### config.mk
export PLATFORM = sky130hd
export DESIGN_NAME = gb_cpu_interrupt_ctrl
export DESIGN_NICKNAME = d
export VERILOG_FILES = /design/src/rtl/gb_cpu_interrupt_ctrl.sv
export SDC_FILE = /design/constraint.sdc
export NUM_CORES = 1
export LEC_CHECK = 0
export BUFFER_PORTS_ARGS = -buffer_cell sky130_fd_sc_hd__buf_2
export CAP_MARGIN = 0
export CORE_MARGIN = 4
export CORE_UTILIZATION = 42
export DETAILED_ROUTE_END_ITERATION = 12
export PLACE_DENSITY = 0.76
export SLEW_MARGIN = 20
export SYNTH_ARGS = -nofsm -noshare
export SYNTH_HDL_FRONTEND = slang
export SYNTH_SLANG_ARGS = --single-unit
### constraint.sdc
create_clock -name clk -period 1.71 [get_ports clk]
set_input_delay 0.342 -clock clk [delete_from_list [all_inputs] [get_ports clk]]
set_output_delay 0.342 -clock clk [all_outputs]
set_load 0.01 [all_outputs]
### src/rtl/gb_cpu_interrupt_ctrl.sv
// gb_cpu_interrupt_ctrl
// Game Boy CPU interrupt controller. Owns IE (0xFFFF), IF (0xFF0F) and the
// IME flag (with EI delay, DI and RETI), flags pending interrupts to the
// control unit, and runs the dispatch handshake that loads the interrupt
// vector into PC through the register file's overwrite port.
//
// Ports:
//   clk, reset                  machine clock, async active-low reset
//   irq_req[4:0]                one-cycle request pulses (bit 0 = VBlank, highest priority)
//   bus_addr/bus_wdata/bus_wren CPU data-bus write side
//   bus_rdata/bus_hit           combinational read data for IE/IF and address decode
//   ei_cmd/di_cmd/reti_cmd      one-cycle strobes from the control unit
//   instr_boundary              one-cycle strobe at each opcode fetch
//   dispatch_start              control unit begins the dispatch sequence
//   dispatch_vector_req         PC-load cycle within dispatch
//   int_pending, wake, ime      status to the control unit
//   write_interrupt_vector      one-cycle PC-load pulse
//   interrupt_vector            low byte of the selected vector
//   dbg_ime_state               IME FSM state (debug)
//   dbg_dispatch_state          dispatch FSM state (debug)
//
// Handshake: every *_cmd, instr_boundary, dispatch_* and irq_req input is a
// strobe sampled on the rising clk edge; write_interrupt_vector is high for
// exactly one cycle, the cycle after the accepted dispatch_vector_req.

module gb_cpu_interrupt_ctrl #(
  parameter int NUM_IRQ = 5
) (
  input  logic               clk,
  input  logic               reset,
  input  logic [NUM_IRQ-1:0] irq_req,
  input  logic [15:0]        bus_addr,
  input  logic [7:0]         bus_wdata,
  input  logic               bus_wren,
  output logic [7:0]         bus_rdata,
  output logic               bus_hit,
  input  logic               ei_cmd,
  input  logic               di_cmd,
  input  logic               reti_cmd,
  input  logic               instr_boundary,
  input  logic               dispatch_start,
  input  logic               dispatch_vector_req,
  output logic               int_pending,
  output logic               wake,
  output logic               ime,
  output logic               write_interrupt_vector,
  output logic [7:0]         interrupt_vector,
  output logic [1:0]         dbg_ime_state,
  output logic [1:0]         dbg_dispatch_state
);

  localparam logic [1:0] IME_OFF   = 2'd0;
  localparam logic [1:0] IME_ARMED = 2'd1;
  localparam logic [1:0] IME_ON    = 2'd2;

  localparam logic [1:0] D_IDLE    = 2'd0;
  localparam logic [1:0] D_ACTIVE  = 2'd1;
  localparam logic [1:0] D_VECTOR  = 2'd2;

  logic [7:0]         r_ie;
  logic [NUM_IRQ-1:0] r_if;
  logic [1:0]         r_ime_state;
  logic [1:0]         r_disp_state;
  logic [7:0]         r_vector;

  logic               w_hit_if;
  logic               w_hit_ie;
  logic               w_wr_if;
  logic               w_wr_ie;
  logic [7:0]         w_ie_eff;
  logic [NUM_IRQ-1:0] w_if_eff;
  logic [NUM_IRQ-1:0] w_sel;
  logic [2:0]         w_sel_idx;
  logic [NUM_IRQ-1:0] w_clr_mask;
  logic               w_vec_cycle;
  logic [1:0]         w_ime_next;
  logic [1:0]         w_disp_next;

  // Address decode and read mux
  assign w_hit_if = (bus_addr == 16'hFF0F);
  assign w_hit_ie = (bus_addr == 16'hFFFF);
  assign w_wr_if  = bus_wren && w_hit_if;
  assign w_wr_ie  = bus_wren && w_hit_ie;
  assign bus_hit  = w_hit_if || w_hit_ie;

  always_comb begin
    bus_rdata = 8'h00;
    if (w_hit_if)      bus_rdata = {3'b111, r_if};
    else if (w_hit_ie) bus_rdata = r_ie;
  end

  // Selection sees this cycle's bus writes: the return-address pushes during
  // dispatch can land on 0xFFFF and cancel or redirect the interrupt.
  assign w_ie_eff    = w_wr_ie ? bus_wdata : r_ie;
  assign w_if_eff    = w_wr_if ? bus_wdata[NUM_IRQ-1:0] : r_if;
  assign w_sel       = w_ie_eff[NUM_IRQ-1:0] & w_if_eff;
  assign w_vec_cycle = (r_disp_state == D_ACTIVE) && dispatch_vector_req;

  // Lowest set index has highest priority
  always_comb begin
    w_sel_idx = 3'd0;
    for (int i = NUM_IRQ - 1; i >= 0; i--) begin
      if (w_sel[i]) w_sel_idx = 3'(i);
    end
  end

  always_comb begin
    w_clr_mask = '0;
    if (w_vec_cycle && (w_sel != '0)) w_clr_mask[w_sel_idx] = 1'b1;
  end

  // IME FSM: DI beats everything, dispatch entry disables, RETI enables now
  always_comb begin
    w_ime_next = r_ime_state;
    if (di_cmd)              w_ime_next = IME_OFF;
    else if (dispatch_start) w_ime_next = IME_OFF;
    else if (reti_cmd)       w_ime_next = IME_ON;
    else begin
      case (r_ime_state)
        IME_OFF:   if (ei_cmd)         w_ime_next = IME_ARMED;
        IME_ARMED: if (instr_boundary) w_ime_next = IME_ON;
        IME_ON:                        w_ime_next = IME_ON;
        default:                       w_ime_next = IME_OFF;
      endcase
    end
  end

  always_comb begin
    w_disp_next = r_disp_state;
    case (r_disp_state)
      D_IDLE:   if (dispatch_start)      w_disp_next = D_ACTIVE;
      D_ACTIVE: if (dispatch_vector_req) w_disp_next = D_VECTOR;
      D_VECTOR:                          w_disp_next = D_IDLE;
      default:                           w_disp_next = D_IDLE;
    endcase
  end

  always_ff @(posedge clk or negedge reset) begin
    if (!reset) begin
      r_ie         <= 8'h00;
      r_if         <= '0;
      r_ime_state  <= IME_OFF;
      r_disp_state <= D_IDLE;
      r_vector     <= 8'h00;
    end else begin
      r_ie         <= w_ie_eff;
      // Write, then dispatch clear, then new requests OR-ed in last
      r_if         <= (w_if_eff & ~w_clr_mask) | irq_req;
      r_ime_state  <= w_ime_next;
      r_disp_state <= w_disp_next;
      if (w_vec_cycle) begin
        r_vector <= (w_sel != '0) ? {2'b01, w_sel_idx, 3'b000} : 8'h00;
      end
    end
  end

  assign ime                    = (r_ime_state == IME_ON);
  assign wake                   = |(r_ie[NUM_IRQ-1:0] & r_if);
  assign int_pending            = ime && wake;
  assign write_interrupt_vector = (r_disp_state == D_VECTOR);
  assign interrupt_vector       = r_vector;
  assign dbg_ime_state          = r_ime_state;
  assign dbg_dispatch_state     = r_disp_state;

endmodule

=== Yosys cells after proc, flatten, opt, wreduce, memory -nomap -nowiden ===
Cells that the tools add are included.

* Add/sub/neg operators: 0
* Multipliers: 0
* Divide/modulo/power cells: 0
* Magnitude comparators: 2
* Eq/ne operators: 10
* Shifts and indexed selects: 0
* Multiplexer cells: 22
* Bitwise gates (word level): 5
* Reductions and logical operators: 13

{| class="wikitable"
|+ Operators by type and width
! cell !! number
|-
| equality test 16 bit (second input constant) || 2
|-
| 2-to-1 mux 8 bit || 2
|-
| AND 5 bit || 3
|-
| 2-to-1 mux 3 bit || 5
|-
| 2-to-1 mux 5 bit || 3
|-
| 2-to-1 mux 2 bit || 7
|-
| != test 5 bit (second input constant) || 2
|-
| 2-to-1 mux 7 bit || 1
|-
| logical AND 1 bit || 6
|-
| one-hot mux 2 bit (3 select lines) || 1
|-
| NOT 5 bit || 1
|-
| bitwise OR 5 bit || 1
|-
| nonzero test 5 bit || 1
|-
| OR reduction 5 bit || 1
|-
| equality test 2 x 1 -> 1 bit (second input constant) || 2
|-
| equality test 2 bit (second input constant) || 2
|-
| zero test 2 bit || 2
|-
| less-than comparator 3 x 4 -> 1 bit (second input constant) || 1
|-
| != test 2 bit (second input constant) || 2
|-
| one-hot mux 2 bit (2 select lines) || 1
|-
| AND reduction 2 bit || 2
|-
| demux 1 bit (select 3 bit) || 1
|-
| >= comparator 3 x 1 -> 1 bit (second input constant) || 1
|-
| logical OR 1 bit || 1
|-
| 2-to-1 mux 1 bit || 1
|}

* Register bits after elaboration: 25
* Latch bits: 0
* Memory bits (writable): 0
* ROM bits: 0
* Input port bits: 38
* Output and inout port bits: 25
* Logic and storage cells: 58
* Memories kept: 0

=== Longest topological paths before layout ===
* Depth in word-level cells: 17
* Gate-level depth with buffers: 8

=== Worst setup path before layout ===
Ideal clock, no wire load.

* Path type: input port to flip-flop
* Start: input port bus_addr[13]
* End: register r_if[4]
* Setup time: 0.146 ns
* Arrival: 1.801 ns
* Required time: 1.564 ns
* Slack: -0.237 ns
* Stages on the path: 6
* Path buffers: 0
* Cells stage by stage: nand4_1 -> or4_4 -> or3_1 -> o211ai_1 -> and2_4 -> a41oi_1

* Longest elaborated chain between the ends: 17
* Elaborated cells on any way between the ends: 23
* Classes of those cells: 2 x order compare; 2 x eq/ne; 10 x mux; 4 x bitwise; 5 x reduce/logical

{| class="wikitable"
|+ RTL lines
! element !! line !! text
|-
| from (decl) || 32 || <nowiki>input logic [15:0] bus_addr,</nowiki>
|-
| equality test 16 bit, on equally long branches || 81, 80 ||
|-
| logical AND 1 bit, on equally long branches || 83, 82 ||
|-
| 2-to-1 mux 5 bit, on equally long branches || 94, 95 ||
|-
| AND 5 bit || 96 || <nowiki>assign w_sel = w_ie_eff[NUM_IRQ-1:0] & w_if_eff;</nowiki>
|-
| 2-to-1 mux 3 bit (5 in a row) || 103 || <nowiki>if (w_sel[i]) w_sel_idx = 3'(i);</nowiki>
|-
| less-than comparator 3 x 4 -> 1 bit (implied by the code) or >= comparator 3 x 1 -> 1 bit (tied branches) || 109 || <nowiki>if (w_vec_cycle && (w_sel != '0)) w_clr_mask[w_sel_idx] = 1'b1;</nowiki>
|-
| logical AND 1 bit (implied by the code) || 109 ||
|-
| 2-to-1 mux 1 bit (implied by the code) || 109 ||
|-
| demux 1 bit (select 3 bit) || 109 ||
|-
| 2-to-1 mux 5 bit || 109 ||
|-
| NOT 5 bit || 148 || <nowiki>r_if <= (w_if_eff & ~w_clr_mask) | irq_req;</nowiki>
|-
| AND 5 bit (*) || 148 ||
|-
| bitwise OR 5 bit (*) || 148 ||
|-
| to (signal assigned) || 148 ||
|-
| to (decl) || 61 || <nowiki>logic [NUM_IRQ-1:0] r_if;</nowiki>
|}

Mark *: on every way between the ends. The rest lies on a longest branch, timed or not.
A chain may end at the register's enable or synchronous reset.

=== Worst setup path in the final report ===
* Start: input port bus_addr[8]
* End: output port bus_rdata[4]

* Longest elaborated chain between the ends: 3
* Elaborated cells on any way between the ends: 4
* Classes of those cells: 2 x eq/ne; 2 x mux

{| class="wikitable"
|+ RTL lines
! element !! line !! text
|-
| equality test 16 bit || 81 || <nowiki>assign w_hit_ie = (bus_addr == 16'hFFFF);</nowiki>
|-
| 2-to-1 mux 8 bit || 89 || <nowiki>else if (w_hit_ie) bus_rdata = r_ie;</nowiki>
|-
| 2-to-1 mux 8 bit (*) || 88 || <nowiki>if (w_hit_if) bus_rdata = {3'b111, r_if};</nowiki>
|-
| to (decl) || 35 || <nowiki>output logic [7:0] bus_rdata,</nowiki>
|}

Marked as above.

==> results.cfg <==
[outcome]
outcome = complete, but fails checks
violations = setup timing

[sta]
skew_ns = 0.00289
max_freq_mhz = 526
finalMaxSlewViolations = 0
fin_ws_ns = -0.192
hold_viol_final = 0
worst_pin_slew_ns = 0.507
fin_crit_ns = 1.90
setup_tns_ns = -3.55
hold_ws_ns = 0.188
finalSetupViolCount = 28
rsz0062_at_grt = true
slew_headroom_pct = 66.2
finalCritPeriodShare_pct = 111

[finish]
syn_to_final_growth_pct = 61.6
layout_commonest_cell = buf_2
antenna_cells = 0
final_nets = 268
drive_gt1_share_pct = 57.3
layout_common_cells = buf_2 (47), buf_4 (30), dfrtp_1 (20)

[clock_network]
clock_sinks = 21
cts_buffer_depth = 2
clk_pin_slew_worst_paths_ns = 0.12
cts_buffers = 3
cts_root_buf = clkbuf_4
worstSkewPairLatency_ns = 0.31
h-tree-depth = 1
cts_tree = yes

[yosys]
syn-instance-count = 131
synthMuxAreaShare_pct = 9.63
synth_area_per_cell_sq_um = 10.3
ys_types = 45
synth_seq_cells = 21
synthAdderAreaFrac_pct = 3.70
synth_compound_area_share_pct = 22.3
syn_area_sq_um = 1350
ys.warnings.count = 0
synth_xor_area_share_pct = 0
synth_top_family_by_area = compound AO/OA/AOI/OAI gates
yosysSeqAreaShare_pct = 38.9
synth-simple-area-share_pct = 18.8

[floorplanning]
row_count = 20
io_pins = 63
initial_utilization_pct = 43.9
die_w_microns = 64.7
chipHeight_microns = 64.7
die-area_sq_um = 4190
core_sq_um = 3080

[critical_path]
r2r_cells = 5
r2r_setup_slack_ns = 0.13
worst_setup_path_end_kind = output port
slowest_delay_ns = 0.44
required_ns = 1.37
critical_path.max_fanout = 8
r2r_start = r_ie[1]
reg2reg_to = r_if[4]
cp_cell_sequence = buf_6 -> nand4_1 -> or3_4 -> nor2_4 -> a22o_1 -> buf_2
path_buf_inv = 2
worst_setup_path_start_kind = input port
path_delay_family = simple AND/OR/NAND/NOR gates
critPathArrivalTime_ns = 1.56
critPathKind = in2out
slowest_stage = or3_4

[route]
routed-via-count = 1443
detailedRoute.firstPassIterationCount = 4
top_layer = met4
wl_per_cell_microns = 16.2
route.met3.wl_microns = 324
wl_microns = 4350
m1WireLength_microns = 1590
wl_met2_microns = 2330
ant_nets = 0
drt_iter0_markers = 57
drc = 0
vias_per_cell = 5.36

[pwr]
p_comb_share_pct = 21.6
pwr-share-clk_pct = 25.5
p_total_uw = 995
p_switching_uw = 289
p_leak_nw = 1.09
power.internal_uw = 706
power_density_nw_per_um2 = 456
power_frac_seq_pct = 52.9
vdd_drop_max_v = 0.000244
switching_share_pct = 29.0

[grt]
grt_pass1_wl_microns = 6930
antenna_found_initial = 0
grt_pass1_vias = 1488
grtUsageTotal_pct = 20.9
grt_overflow_total = 0
grt_max_degree = 22

[placement]
pre_cts_ws_ns = -0.439
place_hpwl_microns = 3090
gp_congestion = 0.844
io_buffers = 58

[worst_hold_path]
hold_start = reti_cmd
holdPathStages = 2
hp-class = in2reg
min_to = dbg_ime_state[0]

[job]
max_cap_viol_count = 0
## flip-flops by register name, indices dropped and copies added, names as in the netlist
| name | count |
|---|---|
| r_ie | 8 |
| r_if | 5 |
| dbg_dispatch_state | 2 |
| interrupt_vector | 4 |
| dbg_ime_state | 2 |
## timing repair
action / in CTS / in global routing
endpoints found under the setup margin: 20 / 28
pin swaps: 27 / 13
gates resized for setup: 27 / 3
endpoints found under the hold margin: 21 / 0
cloned: 0 / 0
buffers inserted: 8 / 6
hold buffers: 1 / 0
## cell families (layout without fill, tap and decap cells)
family          after synthesis  count (layout)
buf+inv                      18             109
fa+ha+maj                     4               4
mux                          12              12
simple gates                 36              36
flops                        21              21
other cells                   1               4
compound gates               39              39
## per-stage QoR
step	cells	area, sq um	util [%]
floorplan	134	1420	-
global route	269	2180	70.9
global placement	250	1880	61.1
CTS	263	2120	69.0
finish	269	2180	70.9
detailed placement	250	1880	61.1
## cell usage after synthesis, drive strengths merged
cell    instances  share of area, %
o22ai           1              0.46
inv            13               3.6
nor4            3               3.6
o21a            3               1.7
a22oi           1              0.56
o211a           2               1.5
dfrtp          21                39
a22o            5               3.2
o221a           1              0.83
nand4           4               2.3
a21oi           6               2.2
nor3b           1              0.93
a311oi          2               1.3
o41ai           1               1.2
buf             5               2.8
a41oi           2               1.3
mux2            8               6.7
nand3b          1              0.56
o31ai           1              0.56
conb            1              0.28
and4            1              0.65
nor2b           1              0.46
a32o            1              0.74
ha              4               3.7
nor3            1              0.37
nand2b          1              0.46
nor2            9               3.1
a31oi           3               1.4
o221ai          2               1.3
or2             2              0.93
o21ai           3               1.1
o211ai          2               1.1
nand2           4               1.1
a222oi          1              0.74
mux2i           4               3.0
or3             4               1.9
or4             2               1.4
a21o            2               1.1
and2            2               1.1
## power by group through the flow
stage,combinational (mW),clock (mW),sequential [mW]
after floorplan,0.0690,0,0.542
after global placement,0.179,0,0.533
after detailed placement,0.183,0,0.536
after CTS,0.207,0.255,0.526
after global routing,0.235,0.274,0.530
final,0.215,0.253,0.526
## final cells by class
class	instances	area [sq um]
timing repair buffer	92	637
clock buffer	3	22.5
sequential	21	527
inverter	13	48.8
clock inverter	1	5.00
multi-input combinational	95	888
fill	225	895
tap	44	55.1
## worst max path at each step
stage	start	endpoint	slack [ns]	cells after the start
2_1_floorplan	bus_addr[13]	r_if[4]	-0.24	6
3_3_place_gp	bus_addr[2]	r_if[0]	-0.37	8
3_5_place_dp	bus_addr[2]	r_if[0]	-0.44	8
4_1_cts	bus_addr[6]	bus_rdata[4]	-0.20	5
5_1_grt	bus_addr[8]	bus_rdata[4]	-0.24	6
6_report	bus_addr[8]	bus_rdata[4]	-0.19	6
## layer usage
metal / GRT usage [%] / vias to the layer above
met5: 0 / -
met2: 40.0 / 82
li1: - / 680
met4: 9.23 / 0
met1: 23.4 / 671
met3: 1.56 / 10
(Power assumes the default switching activity.)
